`src/rtl/result_display_pkg.sv`:
```
// Shared types and helpers for the result_display block: FSM states,
// digit count, BCD correction and 7-segment encoding.
package result_display_pkg;

  typedef enum logic [1:0] {IDLE, CONVERT, SHOW} state_t;

  localparam int NUM_DIGITS = 3;

  // Double-dabble correction: a nibble of 5 or more would overflow past 9
  // after the next shift, so bias it by 3 first.
  function automatic logic [3:0] add3(input logic [3:0] n);
    return (n >= 4'd5) ? n + 4'd3 : n;
  endfunction

  function automatic logic [6:0] seg(input logic [3:0] n);
    case (n)
      4'd0:    seg = 7'b0111111;
      4'd1:    seg = 7'b0000110;
      4'd2:    seg = 7'b1011011;
      4'd3:    seg = 7'b1001111;
      4'd4:    seg = 7'b1100110;
      4'd5:    seg = 7'b1101101;
      4'd6:    seg = 7'b1111101;
      4'd7:    seg = 7'b0000111;
      4'd8:    seg = 7'b1111111;
      4'd9:    seg = 7'b1101111;
      default: seg = 7'b0000000;
    endcase
  endfunction

endpackage

```
`src/rtl/result_display_bcd_dabble8.sv`:
```
// Iterative 8-bit binary to 3-digit BCD converter, one add-3/shift per cycle.
// done pulses on the eighth step; bcd_out is the value that step produces.
module bcd_dabble8
  import result_display_pkg::*;
(
  input  logic        clk,
  input  logic        rst,
  input  logic        start,
  input  logic        run,
  input  logic [7:0]  bin_in,
  output logic        done,
  output logic [11:0] bcd_out
);

  logic [7:0]  bin_q;
  logic [11:0] bcd_q;
  logic [2:0]  cnt;
  logic [11:0] fix;
  logic [19:0] sh;

  // Hundreds never exceeds 2 for 8-bit input, so fix[11] is always 0.
  assign fix     = {add3(bcd_q[11:8]), add3(bcd_q[7:4]), add3(bcd_q[3:0])};
  assign sh      = {fix[10:0], bin_q, 1'b0};
  assign bcd_out = sh[19:8];
  assign done    = run && (cnt == 3'd7);

  always_ff @(posedge clk) begin
    if (rst) begin
      bin_q <= '0;
      bcd_q <= '0;
      cnt   <= '0;
    end else if (start) begin
      bin_q <= bin_in;
      bcd_q <= '0;
      cnt   <= '0;
    end else if (run) begin
      bin_q <= sh[7:0];
      bcd_q <= sh[19:8];
      cnt   <= cnt + 3'd1;
    end
  end

endmodule

```
`src/rtl/result_display.sv`:
```
// Captures the uP result on a Halt rise, converts it to BCD and drives a
// scanned 3-digit 7-segment display with leading-zero blanking.
module result_display
  import result_display_pkg::*;
#(
  parameter int SCAN_DIV = 4
) (
  input  logic        CLOCK,
  input  logic        RESET,
  input  logic        Halt,
  input  logic [7:0]  Result,
  output logic [11:0] Digits,
  output logic        Valid,
  output logic        Busy,
  output logic [6:0]  Seg,
  output logic [2:0]  An
);

  localparam int DW = (SCAN_DIV > 1) ? $clog2(SCAN_DIV) : 1;

  state_t      state, state_nxt;
  logic        halt_d, req, start, run, done;
  logic [11:0] bcd_out;
  logic [DW-1:0] div;
  logic [1:0]  idx;
  logic [3:0]  nib;
  logic        blank;
  logic [6:0]  seg_d;

  assign req  = Halt && !halt_d;
  assign run  = (state == CONVERT);
  assign Busy = run;

  bcd_dabble8 u_dabble (
    .clk     (CLOCK),
    .rst     (RESET),
    .start   (start),
    .run     (run),
    .bin_in  (Result),
    .done    (done),
    .bcd_out (bcd_out)
  );

  // Requests arriving mid-conversion are dropped, not queued.
  always_comb begin
    state_nxt = state;
    start     = 1'b0;
    case (state)
      IDLE, SHOW: if (req) begin
        start     = 1'b1;
        state_nxt = CONVERT;
      end
      CONVERT: if (done) state_nxt = SHOW;
      default: state_nxt = IDLE;
    endcase
  end

  always_ff @(posedge CLOCK) begin
    if (RESET) begin
      state  <= IDLE;
      halt_d <= 1'b0;
      Digits <= '0;
      Valid  <= 1'b0;
    end else begin
      state  <= state_nxt;
      halt_d <= Halt;
      if (start) begin
        Valid <= 1'b0;
      end else if (done) begin
        Digits <= bcd_out;
        Valid  <= 1'b1;
      end
    end
  end

  always_comb begin
    nib   = Digits[3:0];
    blank = 1'b0;
    case (idx)
      2'd0: nib = Digits[3:0];
      2'd1: begin
        nib   = Digits[7:4];
        blank = (Digits[11:4] == 8'h00);
      end
      2'd2: begin
        nib   = Digits[11:8];
        blank = (Digits[11:8] == 4'h0);
      end
      default: blank = 1'b1;
    endcase
    seg_d = (!Valid || blank) ? 7'b0000000 : seg(nib);
  end

  always_ff @(posedge CLOCK) begin
    if (RESET) begin
      div <= '0;
      idx <= '0;
      An  <= 3'b001;
      Seg <= 7'b0000000;
    end else begin
      if (div == DW'(SCAN_DIV - 1)) begin
        div <= '0;
        idx <= (idx == 2'(NUM_DIGITS - 1)) ? 2'd0 : idx + 2'd1;
      end else begin
        div <= div + DW'(1);
      end
      An  <= 3'b001 << idx;
      Seg <= seg_d;
    end
  end

endmodule
```
`config.mk`:
```
export PLATFORM = sky130hd
export DESIGN_NAME = result_display
export DESIGN_NICKNAME = d
export VERILOG_FILES = /design/src/rtl/result_display_pkg.sv /design/src/rtl/result_display_bcd_dabble8.sv /design/src/rtl/result_display.sv
export SDC_FILE = /design/constraint.sdc
export NUM_CORES = 1
export LEC_CHECK = 0
export BUFFER_PORTS_ARGS = -buffer_cell sky130_fd_sc_hd__buf_4
export CORE_MARGIN = 3
export CORE_UTILIZATION = 40
export DETAILED_ROUTE_END_ITERATION = 6
export GPL_TIMING_DRIVEN = 0
export PLACE_DENSITY_LB_ADDON = 0.1
export SYNTH_ARGS = -nofsm -noshare
export SYNTH_HDL_FRONTEND = slang
export SYNTH_SLANG_ARGS = --single-unit
```
`constraint.sdc`:
```
create_clock -name CLOCK -period 6.36 [get_ports CLOCK]
set_input_delay 1.908 -clock CLOCK [delete_from_list [all_inputs] [get_ports CLOCK]]
set_output_delay 1.908 -clock CLOCK [all_outputs]
set_load 0.01 [all_outputs]
```
Word-level counts from Yosys, hierarchy flattened:

Memories as Yosys holds them, arrays and structs flattened. A register that Yosys moved wholly into a read port is not among the register bits.
Cells that the tools add are included.

* bits in registers: 46
* memory bits (read-only): 112
* output and inout bits: 24
* memories kept: 1

* add/subtract/negate cells: 6
* magnitude comparators: 3
* equality and inequality tests: 8
* shift-type cells: 1
* multiplexer cells: 13
* bitwise operators: 1
* reductions and logical operators: 16

Memory list
* (no name shown): depth 16, bits a word 7, rd ports 1, clocked after Yosys merged registers in 1, write ports 0, RTL line result_display_pkg.sv:16 `case (n)`

Operator list (count)
* 8-bit 2-to-1 mux: 2
* 4-bit by 3-bit >= comparator with 1-bit output (second input constant): 3
* 4-bit by 2-bit adder with 4-bit output (second input constant): 2
* 8-bit logical NOT: 1
* 4-bit 2-to-1 mux: 2
* 4-bit one-hot mux with 2 select lines: 1
* 2-bit OR reduction: 4
* 2-bit == test (second input constant): 3
* 2-bit 2-to-1 mux: 3
* 2-bit by 1-bit adder with 2-bit output (second input constant): 2
* 2-bit by 1-bit == test with 1-bit output (second input constant): 2
* 2-bit logical NOT: 2
* 4-bit logical NOT: 1
* 2-bit != test (second input constant): 2
* 2-bit one-hot mux with 2 select lines: 1
* 2-bit AND reduction: 2
* 3-bit by 1-bit adder with 3-bit output (second input constant): 1
* 3-bit by 2-bit adder with 3-bit output (second input constant): 1
* 3-bit == test (second input constant): 1
* 3-bit 2-to-1 mux: 1
* 1-bit one-hot mux with 3 select lines: 1
* 1-bit by 2-bit left shift with 3-bit output (first input constant): 1
* 1-bit logical AND: 2
* 1-bit logical NOT: 2
* 4 further kinds: 5

Logic depth before layout (Yosys ltp):

Gate-level depths: netlist (run 1).

* word-level depth: 6
* gate-level depth with buffers: 13

Modules after synthesis:

From an unflattened synthesis (run 1), not the netlist that was laid out.

* cell total of the unflattened synthesis: 316
* area, all modules: 2730.1 sq um

Modules (own cells, without submodules)
* result_display: times used 1, cells an instance 159, area each 1451.4 sq um
* bcd_dabble8: times used 1, cells an instance 157, area each 1278.7 sq um

Worst setup path after synthesis (run 1):

No wires, ideal clock.

* path type: input to register
* from: input Halt
* to: register u_dabble.bcd_q[11]
* setup time: 0.122 ns
* data arrival time: 2.592 ns
* slack: 3.646 ns
* stages: 5
* path buffers: 2
* cell sequence: nor3b_1 or2_1 buf_2 buf_4 a21oi_1

* word-level cells in the longest chain between the ends: 4

RTL lines
* start: declaration: RTL line result_display.sv:10 `input logic Halt,`
* 1-bit logical AND: RTL line result_display.sv:30 `assign req = Halt && !halt_d;`
* 1-bit 2-to-1 mux: RTL line result_display.sv:49 `IDLE, SHOW: if (req) begin`
* 1-bit 2-to-1 mux: RTL line result_display.sv:48 `case (state)`
* 2-bit OR reduction (no line)
* end signal: assignment: RTL line result_display_bcd_dabble8.sv:38 `bcd_q <= sh[19:8];`
* end: declaration: RTL line result_display_bcd_dabble8.sv:16 `logic [11:0] bcd_q;`

No other way between the ends.
A chain may end at the register's enable or synchronous reset.

Worst setup path in the final report (run 1):

* from: register state[0]
* to: output Busy

* word-level cells in the longest chain between the ends: 1

RTL lines
* start: declaration: RTL line result_display.sv:21 `state_t state, state_nxt;`
* start signal: assignment: RTL line result_display.sv:65 `state <= state_nxt;`
* 2-bit by 1-bit == test with 1-bit output: RTL line result_display.sv:31 `assign run = (state == CONVERT);`
* end: declaration: RTL line result_display.sv:14 `output logic Busy,`

No other way between the ends.

==> results.json, run 1 <==
{
  "cts_buffer_depth": 2,
  "fin_tns_setup_ps": 0,
  "clkSinkCount": 53,
  "yosysMostFrequentCell": "dfxtp_1",
  "status": "completed",
  "synth_top_cell_by_area": "dfxtp_1",
  "viasPerCell": 5.07,
  "cap_violations": 0,
  "port-buffer-count": 34,
  "postSynthAreaPerCell_um2": 8.59,
  "yosys-top-cells-count": "53 x dfxtp_1, 47 x nand2_1, 44 x a21oi_1",
  "die_width_um": 86.0,
  "p_total_uw": 612,
  "max_stage_delay_ps": 400,
  "cp.arrival_ps": 1340,
  "yosys_warnings": 0,
  "finClkSkew_ps": 9.71,
  "cts.htree.levels": 2,
  "pin_count": 35,
  "critPathRequiredTime_ps": 4450,
  "grt_first_pass_wirelength_um": 9430,
  "fp.coreArea_um2": 6060,
  "p_switching_uw": 162,
  "finalMaxSlewViolations": 0,
  "holdBufCountCts": 0,
  "rsz0062_at_grt": "no",
  "path_buf_inv": 3,
  "finalHoldViolCount": 0,
  "drt_iter0_drc": 116,
  "dieArea_um2": 7400,
  "synth-edff-count": 0,
  "worstMarginPinSlew_ps": 549,
  "holdWs_ps": 434,
  "critPathTopFamily": "buffers and inverters",
  "comb_power_share_pct": 13.5,
  "fin_nets": 370,
  "cts_resized": 0,
  "n_antenna_cell": 0,
  "crit_chain": "nand2b_4 > inv_4 > buf_2 > buf_4",
  "grt_antenna_before_repair": 0,
  "pwr_density_cell_nw_per_um2": 205,
  "fin_crit_sh_pct": 51.0,
  "tritoncts.num_buffers": 5,
  "hpwl_um": 4290,
  "gp_congestion": 0.782,
  "switching_share_pct": 26.5,
  "ant_nets": 0,
  "grt_overflow": 0,
  "cts.clk_slew.worst_paths_ps": 90,
  "num_vias": 2104,
  "synth.distinct_cells": 44,
  "power.leakage_nw": 1.19,
  "fin_util_pct": 49.4,
  "crit_path_end_kind": "output pin",
  "postSynth.asyncResetShare_pct": 0,
  "setup_viol": 0,
  "path_class": "reg2out",
  "synth.cell_area_um2": 2560,
  "slew_headroom_pct": 63.4,
  "seq_area_frac_synth_pct": 41.4,
  "pwr-share-seq_pct": 56.6,
  "synthFlopType": "dfxtp_1",
  "die_h_um": 86.0,
  "drt_pass1_iterations": 5,
  "grt_pass1_vias": 1948,
  "cp_max_fo": 10,
  "hold_path.class": "reg2reg",
  "startpoint_type": "register",
  "grt_usage_pct": 16.0,
  "drive_above_1_share_pct": 19.1,
  "rows": 28,
  "synthesis.nets": 329,
  "synth_seq_cells": 53,
  "postRouteWirelength_um": 5740,
  "fmax_mhz": 308,
  "clockPowerShare_pct": 29.9,
  "period_needed_ps": 3240,
  "cts_tree": "yes",
  "clk-insertion-delay-late_ps": 300,
  "cts_root_buf": "clkbuf_8",
  "drcViolationCount": 0,
  "cts_post_setup_buffers_inserted": 0,
  "start_util_pct": 42.3,
  "synthTopCellsByArea": "dfxtp_1 41%, ha_1 9.8%, a21oi_1 8.6%, nand2_1 6.9%, nor2_1 4.0%",
  "area_growth_pct": 16.9,
  "grt_start_max_net_pins": 16,
  "cp_slowest_cell": "dfxtp_1",
  "drt-wirelength-per-cell_um": 13.8,
  "p_int_uw": 450,
  "ir_worst_vdd_mv": 0.0988,
  "synth_top_area_share_pct": 41.4,
  "syn_inst": 298
}
## worst reg2reg max path, stage by stage, from the launching register on
cell and delay, ps:
dfxtp_1 440, inv_1 110, ha_1 280, buf_2 200, buf_4 200, nor2_1 50, a21oi_1 320, inv_1 180
ha_1 270, a21oi_1 130, nand3_1 100, a2bb2oi_1 230, nor2_2 40
## worst paths after layout
check	depth (start not counted)	start	end	slack, ps
max	4	state[0]$_SDFFE_PP0P_	Busy	3120
min	1	div[0]$_SDFF_PP0_	div[0]$_SDFF_PP0_	430
max reg2reg	12	idx[0]$_SDFFE_PP0P_	Seg[5]$_SDFF_PP0_	3710
min reg2reg	1	div[0]$_SDFF_PP0_	div[0]$_SDFF_PP0_	430
## state kept, by name (all words and copies together) (netlist names)
register	count
state	2
div	2
u_dabble.cnt	3
Digits	12
u_dabble.bin_q	8
Valid	1
Seg	7
An	3
idx	2
halt_d	1
u_dabble.bcd_q	12
## per-layer routing
metal  vias to the layer above  global-route usage (%)  wire, um
li1                       1104                       -         -
met1                       950                    21.6      2890
met2                        43                    25.6      2540
met3                         7                    3.36       252
met4                         0                    5.04        59
met5                         -                       0         0
## cell families (layout without fill, tap and decap cells)
group	after synthesis	after routing	synth area share, %
AO/OA/AOI/OAI	80	80	20.4
XOR/XNOR	4	4	1.37
adder cells (fa/ha/maj)	20	20	9.77
buffers and inverters	26	68	4.88
flip-flops	53	53	41.4
multiplexers	5	5	1.95
AND/OR/NAND/NOR	110	110	20.2
## per-stage QoR
step | instances | setup WS (ps) | instance area (um^2)
2_1_floorplan | 298 | 3650 | 2560
3_3_place_gp | 407 | 3320 | 2910
3_5_place_dp | 407 | 3340 | 2910
4_1_cts | 415 | 3090 | 2990
5_1_grt | 415 | 3010 | 2990
6_report | 415 | 3120 | 2990
## power groups by stage
stage               Sequential [mW]  Clock [mW]  Combinational, mW
floorplan                     0.353           0             0.0594
global placement              0.354           0             0.0818
detailed placement            0.354           0             0.0825
CTS                           0.347       0.192             0.0831
global route                  0.348       0.205             0.0933
finish                        0.346       0.183             0.0825
## final cells by class
type                    instances  area (um^2)
repair buffers                 34          255
flip-flops and latches         53         1060
plain buffers                  13         73.8
multi-input cells             219         1380
fillers                       626         3070
well taps                      75         93.8
clock buffers                   6         72.6
clock inverters                 2         10.0
inverters                      13         51.3
## placed cells by master, fill, tap and decap left out, types with 6 or more instances in the layout
cell / instances
a21oi_1: 44
a22oi_1: 9
buf_4: 37
dfxtp_1: 53
ha_1: 20
inv_1: 12
nand2_1: 47
nand3_1: 6
nor2_1: 27
nor3_1: 7
nor3b_1: 8
Note: power is estimated with default switching activity, not from simulation.
==> inputs of run 2 (changes only) <==
Clock period 6.36 ns to 2.7 ns, I/O delays scaled along.
==> results.json, run 2 (synthesis results as in run 1) <==
{
  "cts_post_setup_buffers_inserted": 0,
  "rows": 28,
  "final_cell_mix": "52 x dfxtp_1, 47 x nand2_1, 43 x a21oi_1",
  "finClkSkew_ps": 9.93,
  "ant_nets": 0,
  "area_growth_pct": 17.0,
  "n_antenna_cell": 0,
  "comb_power_share_pct": 13.5,
  "fin_crit_sh_pct": 91.6,
  "power.leakage_nw": 1.19,
  "setup_viol": 0,
  "cts.clk_slew.worst_paths_ps": 90,
  "pre_cts_ws_ps": 68.6,
  "r2r-start": "idx[1]$_SDFFE_PP0P_",
  "worstMarginPinSlew_ps": 529,
  "r2r_setup_slack_ps": 230,
  "fin_tns_setup_ps": 0,
  "cap_violations": 0,
  "startpoint_type": "register",
  "clockPowerShare_pct": 30.0,
  "finalMaxSlewViolations": 0,
  "drcViolationCount": 0,
  "final_cells": 415,
  "cts_root_buf": "clkbuf_8",
  "status": "completed",
  "grt_overflow": 0,
  "grt_usage_pct": 16.0,
  "clk-insertion-delay-late_ps": 300,
  "place_inst": 407,
  "clkSinkCount": 53,
  "p_int_mw": 1.06,
  "rr_endpoint": "Seg[5]$_SDFF_PP0_",
  "cp_max_fo": 10,
  "grt_pass1_vias": 1948,
  "slew_headroom_pct": 64.7,
  "reg2regPathDepth": 12,
  "drt_pass1_iterations": 4,
  "fmax_mhz": 404,
  "reg_top3": "Digits x12, u_dabble.bcd_q x12, u_dabble.bin_q x8",
  "pin_count": 35,
  "gp_congestion": 0.782,
  "grt_first_pass_wirelength_um": 9430,
  "critPathRequiredTime_ps": 2890,
  "fp.coreArea_um2": 6060,
  "die_h_um": 86.0,
  "path_class": "reg2reg",
  "ir_worst_vdd_mv": 0.234,
  "switching_share_pct": 26.4,
  "min_delay_path_depth": 1,
  "finalHoldViolCount": 0,
  "hold_path.class": "reg2reg",
  "grt_start_max_net_pins": 16,
  "hold_end": "div[0]$_SDFF_PP0_",
  "p_switching_uw": 381,
  "grt_antenna_before_repair": 0,
  "die_width_um": 86.0,
  "dieArea_um2": 7400,
  "pwr-share-seq_pct": 56.6,
  "fin_ws_ps": 227,
  "start_util_pct": 42.3,
  "viasPerCell": 5.04,
  "fin_nets": 370,
  "cts.htree.levels": 2,
  "postRouteWirelength_um": 5700,
  "drt-wirelength-per-cell_um": 13.7,
  "port-buffer-count": 34,
  "crit_path_end_kind": "register",
  "min_from": "div[0]$_SDFF_PP0_",
  "rsz0062_at_grt": "no",
  "num_vias": 2093,
  "period_needed_ps": 2470,
  "cts_buffer_depth": 2,
  "hpwl_um": 4290,
  "tritoncts.num_buffers": 5,
  "drive_above_1_share_pct": 19.7,
  "layout_commonest_cell": "dfxtp_1",
  "cp.arrival_ps": 2660,
  "drt_iter0_drc": 95,
  "pwr_density_cell_nw_per_um2": 481,
  "cts_tree": "yes"
}
==> run 2: cell count changes in the layout (fill, tap and decap cells not counted) <==
cell,change
a21oi_2,+1
a21oi_1,-1
dfxtp_1,-1
dfxtp_2,+1
==> run 2: metrics by stage <==
step | total power, mW | util, % | cell area (um^2) | hold WS [ps]
detailed placement | 1.03 | 48.0 | 2910 | 422
global placement | 1.03 | 48.0 | 2910 | 420
floorplan | 0.972 | - | 2560 | 404
global route | 1.52 | 49.5 | 3000 | 456
finish | 1.44 | 49.5 | 3000 | 435
CTS | 1.46 | 49.4 | 2990 | 436
==> run 2: how the worst max path moves through the flow <==
stage,from,endpoint,slack (ps),cells after the start
4_1_cts,idx[0]$_SDFFE_PP0P_,Seg[5]$_SDFF_PP0_,60,12
6_report,idx[1]$_SDFFE_PP0P_,Seg[5]$_SDFF_PP0_,230,12
2_1_floorplan,idx[0]$_SDFFE_PP0P_,Seg[0]$_SDFF_PP0_,460,12
5_1_grt,idx[1]$_SDFFE_PP0P_,Seg[5]$_SDFF_PP0_,20,12
3_3_place_gp,idx[1]$_SDFFE_PP0P_,Seg[5]$_SDFF_PP0_,80,12
3_5_place_dp,idx[0]$_SDFFE_PP0P_,Seg[5]$_SDFF_PP0_,70,12
==> run 2: cell type report <==
cell class / instances / area, um^2
Inverter: 13 / 51.3
Clock buffer: 6 / 72.6
Timing Repair Buffer: 34 / 255
Multi-Input combinational cell: 219 / 1380
Clock inverter: 2 / 10.0
Fill cell: 627 / 3060
Buffer: 13 / 73.8
Sequential cell: 53 / 1060
Tap cell: 75 / 93.8
==> run 2: power by group through the flow <==
stage / clock [mW] / combinational [mW] / sequential, mW
6_report: 0.432 / 0.194 / 0.816
5_1_grt: 0.483 / 0.220 / 0.819
4_1_cts: 0.452 / 0.196 / 0.816
3_5_place_dp: 0 / 0.194 / 0.834
3_3_place_gp: 0 / 0.193 / 0.834
2_1_floorplan: 0 / 0.140 / 0.832
==> run 2: repair_timing <==
action | in CTS | in global routing
hold buffers | 0 | 0
endpoints found under the setup margin | 0 | 2
gates resized for setup | 0 | 2
==> run 2: worst max-delay path, stage by stage (launching register included) <==
cell       delay [ps]
dfxtp_1           420
inv_1             120
ha_1              280
buf_2             200
buf_4             200
nor2_1             60
a21oi_2           200
inv_1             140
ha_1              260
a21oi_1           130
nand3_1           100
a2bb2oi_1         230
nor2_2             40
==> run 2: routing by layer <==
| layer | up-vias | part of all wire [%] | global-route usage (%) |
|---|---|---|---|
| met2 | 34 | 45 | 25.6 |
| met5 | - | 0 | 0 |
| met1 | 949 | 50 | 21.6 |
| li1 | 1103 | - | - |
| met4 | 0 | 1.0 | 5.04 |
| met3 | 7 | 4.0 | 3.36 |
==> inputs of run 3 (changes only) <==
Settings changed: SYNTH_HIERARCHICAL from default to 1.
==> results.json, run 3 <==
{
  "gp_congestion": 0.807,
  "startpoint_type": "register",
  "drt-wirelength-per-cell_um": 13.6,
  "n_antenna_cell": 0,
  "yosysMostFrequentCell": "dfxtp_1",
  "port-buffer-count": 34,
  "cts.htree.levels": 2,
  "cts_tree": "yes",
  "die_width_um": 88.6,
  "max_stage_delay_ps": 440,
  "cts_root_buf": "clkbuf_8",
  "postSynthAreaPerCell_um2": 8.64,
  "cp.arrival_ps": 2660,
  "seq_area_frac_synth_pct": 38.9,
  "clockPowerShare_pct": 35.6,
  "die_h_um": 88.6,
  "ir_worst_vdd_mv": 0.289,
  "slew_headroom_pct": 58.0,
  "tritoncts.num_buffers": 5,
  "drive_above_1_share_pct": 17.9,
  "synthTopCellsByArea": "dfxtp_1 39%, ha_1 9.6%, mux2i_1 7.0%, a21oi_1 6.2%, nor2_1 4.9%",
  "synth.distinct_cells": 49,
  "synthSimpleGateAreaFrac_pct": 19.2,
  "switching_share_pct": 25.0,
  "rows": 29,
  "grt_first_pass_wirelength_um": 9850,
  "cts_post_setup_buffers_inserted": 0,
  "ant_nets": 0,
  "fp.coreArea_um2": 6490,
  "yosys_warnings": 6,
  "cp_max_fo": 10,
  "dieArea_um2": 7850,
  "synthFlopType": "dfxtp_1",
  "yosys-top-cells-count": "53 x dfxtp_1, 36 x nor2_1, 34 x a21oi_1",
  "postSynth.asyncResetShare_pct": 0,
  "critPathRequiredTime_ps": 2890,
  "place_inst": 427,
  "period_needed_ps": 2470,
  "synth_xor_area_share_pct": 1.60,
  "synth_top_cell_by_area": "dfxtp_1",
  "drt_pass1_iterations": 4,
  "grt_usage_pct": 15.9,
  "grt_pass1_vias": 2081,
  "reg_top3": "Digits x12, u_dabble/bcd_q x12, u_dabble/bin_q x8",
  "crit_path_end_kind": "register",
  "worstMarginPinSlew_ps": 613,
  "pwr-share-seq_pct": 51.8,
  "synth-compound-area-share_pct": 16.7,
  "grt_antenna_before_repair": 0,
  "synthesis.nets": 348,
  "drcViolationCount": 0,
  "final_cell_mix": "53 x dfxtp_1, 36 x nor2_1, 36 x buf_4",
  "fin_nets": 389,
  "finalHoldViolCount": 0,
  "cap_violations": 0,
  "synth-edff-count": 0,
  "grt_overflow": 0,
  "status": "completed",
  "start_util_pct": 42.0,
  "drt_iter0_drc": 85,
  "rsz0062_at_grt": "no",
  "hold_path.class": "reg2reg",
  "comb_power_share_pct": 12.6,
  "pwr_density_cell_nw_per_um2": 496,
  "grt_start_max_net_pins": 17,
  "path_class": "reg2reg",
  "cts_buffer_depth": 2,
  "synth.cell_area_um2": 2730,
  "synth_top_area_share_pct": 38.9,
  "fin_crit_sh_pct": 91.5,
  "finClkSkew_ps": 7.57,
  "synth_seq_cells": 53,
  "viasPerCell": 5.19,
  "fmax_mhz": 405,
  "cp_slowest_cell": "dfxtp_1",
  "clkSinkCount": 53,
  "pin_count": 35,
  "area_growth_pct": 17.6,
  "synth_top_family_by_area": "simple AND/OR/NAND/NOR gates",
  "synthAdderAreaFrac_pct": 9.62,
  "power.leakage_nw": 1.34,
  "final_cells": 435,
  "postRouteWirelength_um": 5900,
  "num_vias": 2258,
  "syn_inst": 316,
  "cts.clk_slew.worst_paths_ps": 100,
  "yosys-mux-area-fraction_pct": 8.94,
  "finalMaxSlewViolations": 0,
  "crit_chain": "inv_1 > ha_1 > clkbuf_2 > nor2_1 > a21oi_1 > inv_1 > ha_1 > nand2b_1 > a21oi_1 > a211oi_1 > nor3_1",
  "fin_tns_setup_ps": 0,
  "hpwl_um": 4470,
  "layout_commonest_cell": "dfxtp_1",
  "clk-insertion-delay-late_ps": 310,
  "p_switching_uw": 399,
  "cts_resized": 0,
  "holdBufCountCts": 0,
  "p_int_mw": 1.19,
  "setup_viol": 0
}
## run 3: cell count changes after synthesis, moves of 8 or more
| cell | previous run | this run |
|---|---|---|
| a21oi_1 | 44 | 34 |
| nand3_1 | 6 | 15 |
| a22oi_1 | 9 | 1 |
| nand2_1 | 47 | 30 |
| nor2_1 | 27 | 36 |
| mux2i_1 | 5 | 19 |
## run 3: logic make-up after synthesis
family,Yosys count
multiplexers,23
XOR/XNOR,5
AO/OA/AOI/OAI,70
flip-flops,53
adder cells (fa/ha/maj),21
buffers and inverters,31
AND/OR/NAND/NOR,113
## run 3: worst max-delay path: cells and delay by family, from the launching register on
kind	cells	cell delay (ps)
flops	1	440
buf+inv	3	530
simple gates	3	260
compound gates	3	520
fa+ha+maj	2	590
## run 3: layer usage
metal | part of all wire [%] | vias up | global-route usage (%)
met2 | 45 | 37 | 25.6
met1 | 50 | 1043 | 22.2
met4 | 1.1 | 0 | 4.12
met5 | 0 | - | 0
met3 | 3.9 | 6 | 2.89
li1 | - | 1172 | -
## run 3: power groups by stage
stage | Combinational [mW] | Sequential, mW | Clock [mW]
final | 0.201 | 0.824 | 0.567
after global routing | 0.230 | 0.828 | 0.620
after CTS | 0.202 | 0.825 | 0.592
after detailed placement | 0.202 | 0.843 | 0
after global placement | 0.199 | 0.842 | 0
after floorplan | 0.149 | 0.838 | 0
## run 3: path summary, 6_finish.rpt
path	slack [ps]	end	cells past startpoint	start
max	230	Seg[5]$_SDFF_PP0_	11	idx[0]$_SDFFE_PP0P_
min	430	div[0]$_SDFF_PP0_	1	div[0]$_SDFF_PP0_
max reg2reg	230	Seg[5]$_SDFF_PP0_	11	idx[0]$_SDFFE_PP0P_
min reg2reg	430	div[0]$_SDFF_PP0_	1	div[0]$_SDFF_PP0_
## run 3: cell type report
class                           instances  area (um^2)
Inverter                               16         60.1
Tap cell                               77         96.3
Clock inverter                          2         37.5
Buffer                                 15         76.3
Sequential cell                        53         1060
Timing Repair Buffer                   34          255
Clock buffer                            6         82.6
Multi-Input combinational cell        232         1540
Fill cell                             641         3280
## run 3: stage by stage
step | setup WS, ps | power, mW | util (%) | area (um^2) | hold WS [ps]
global placement | 264 | 1.04 | 47.4 | 3080 | 418
floorplan | 553 | 0.988 | - | 2730 | 404
detailed placement | 215 | 1.04 | 47.4 | 3080 | 417
finish | 230 | 1.59 | 49.4 | 3210 | 429
CTS | 196 | 1.62 | 49.3 | 3200 | 432
global route | 48.2 | 1.68 | 49.4 | 3210 | 439
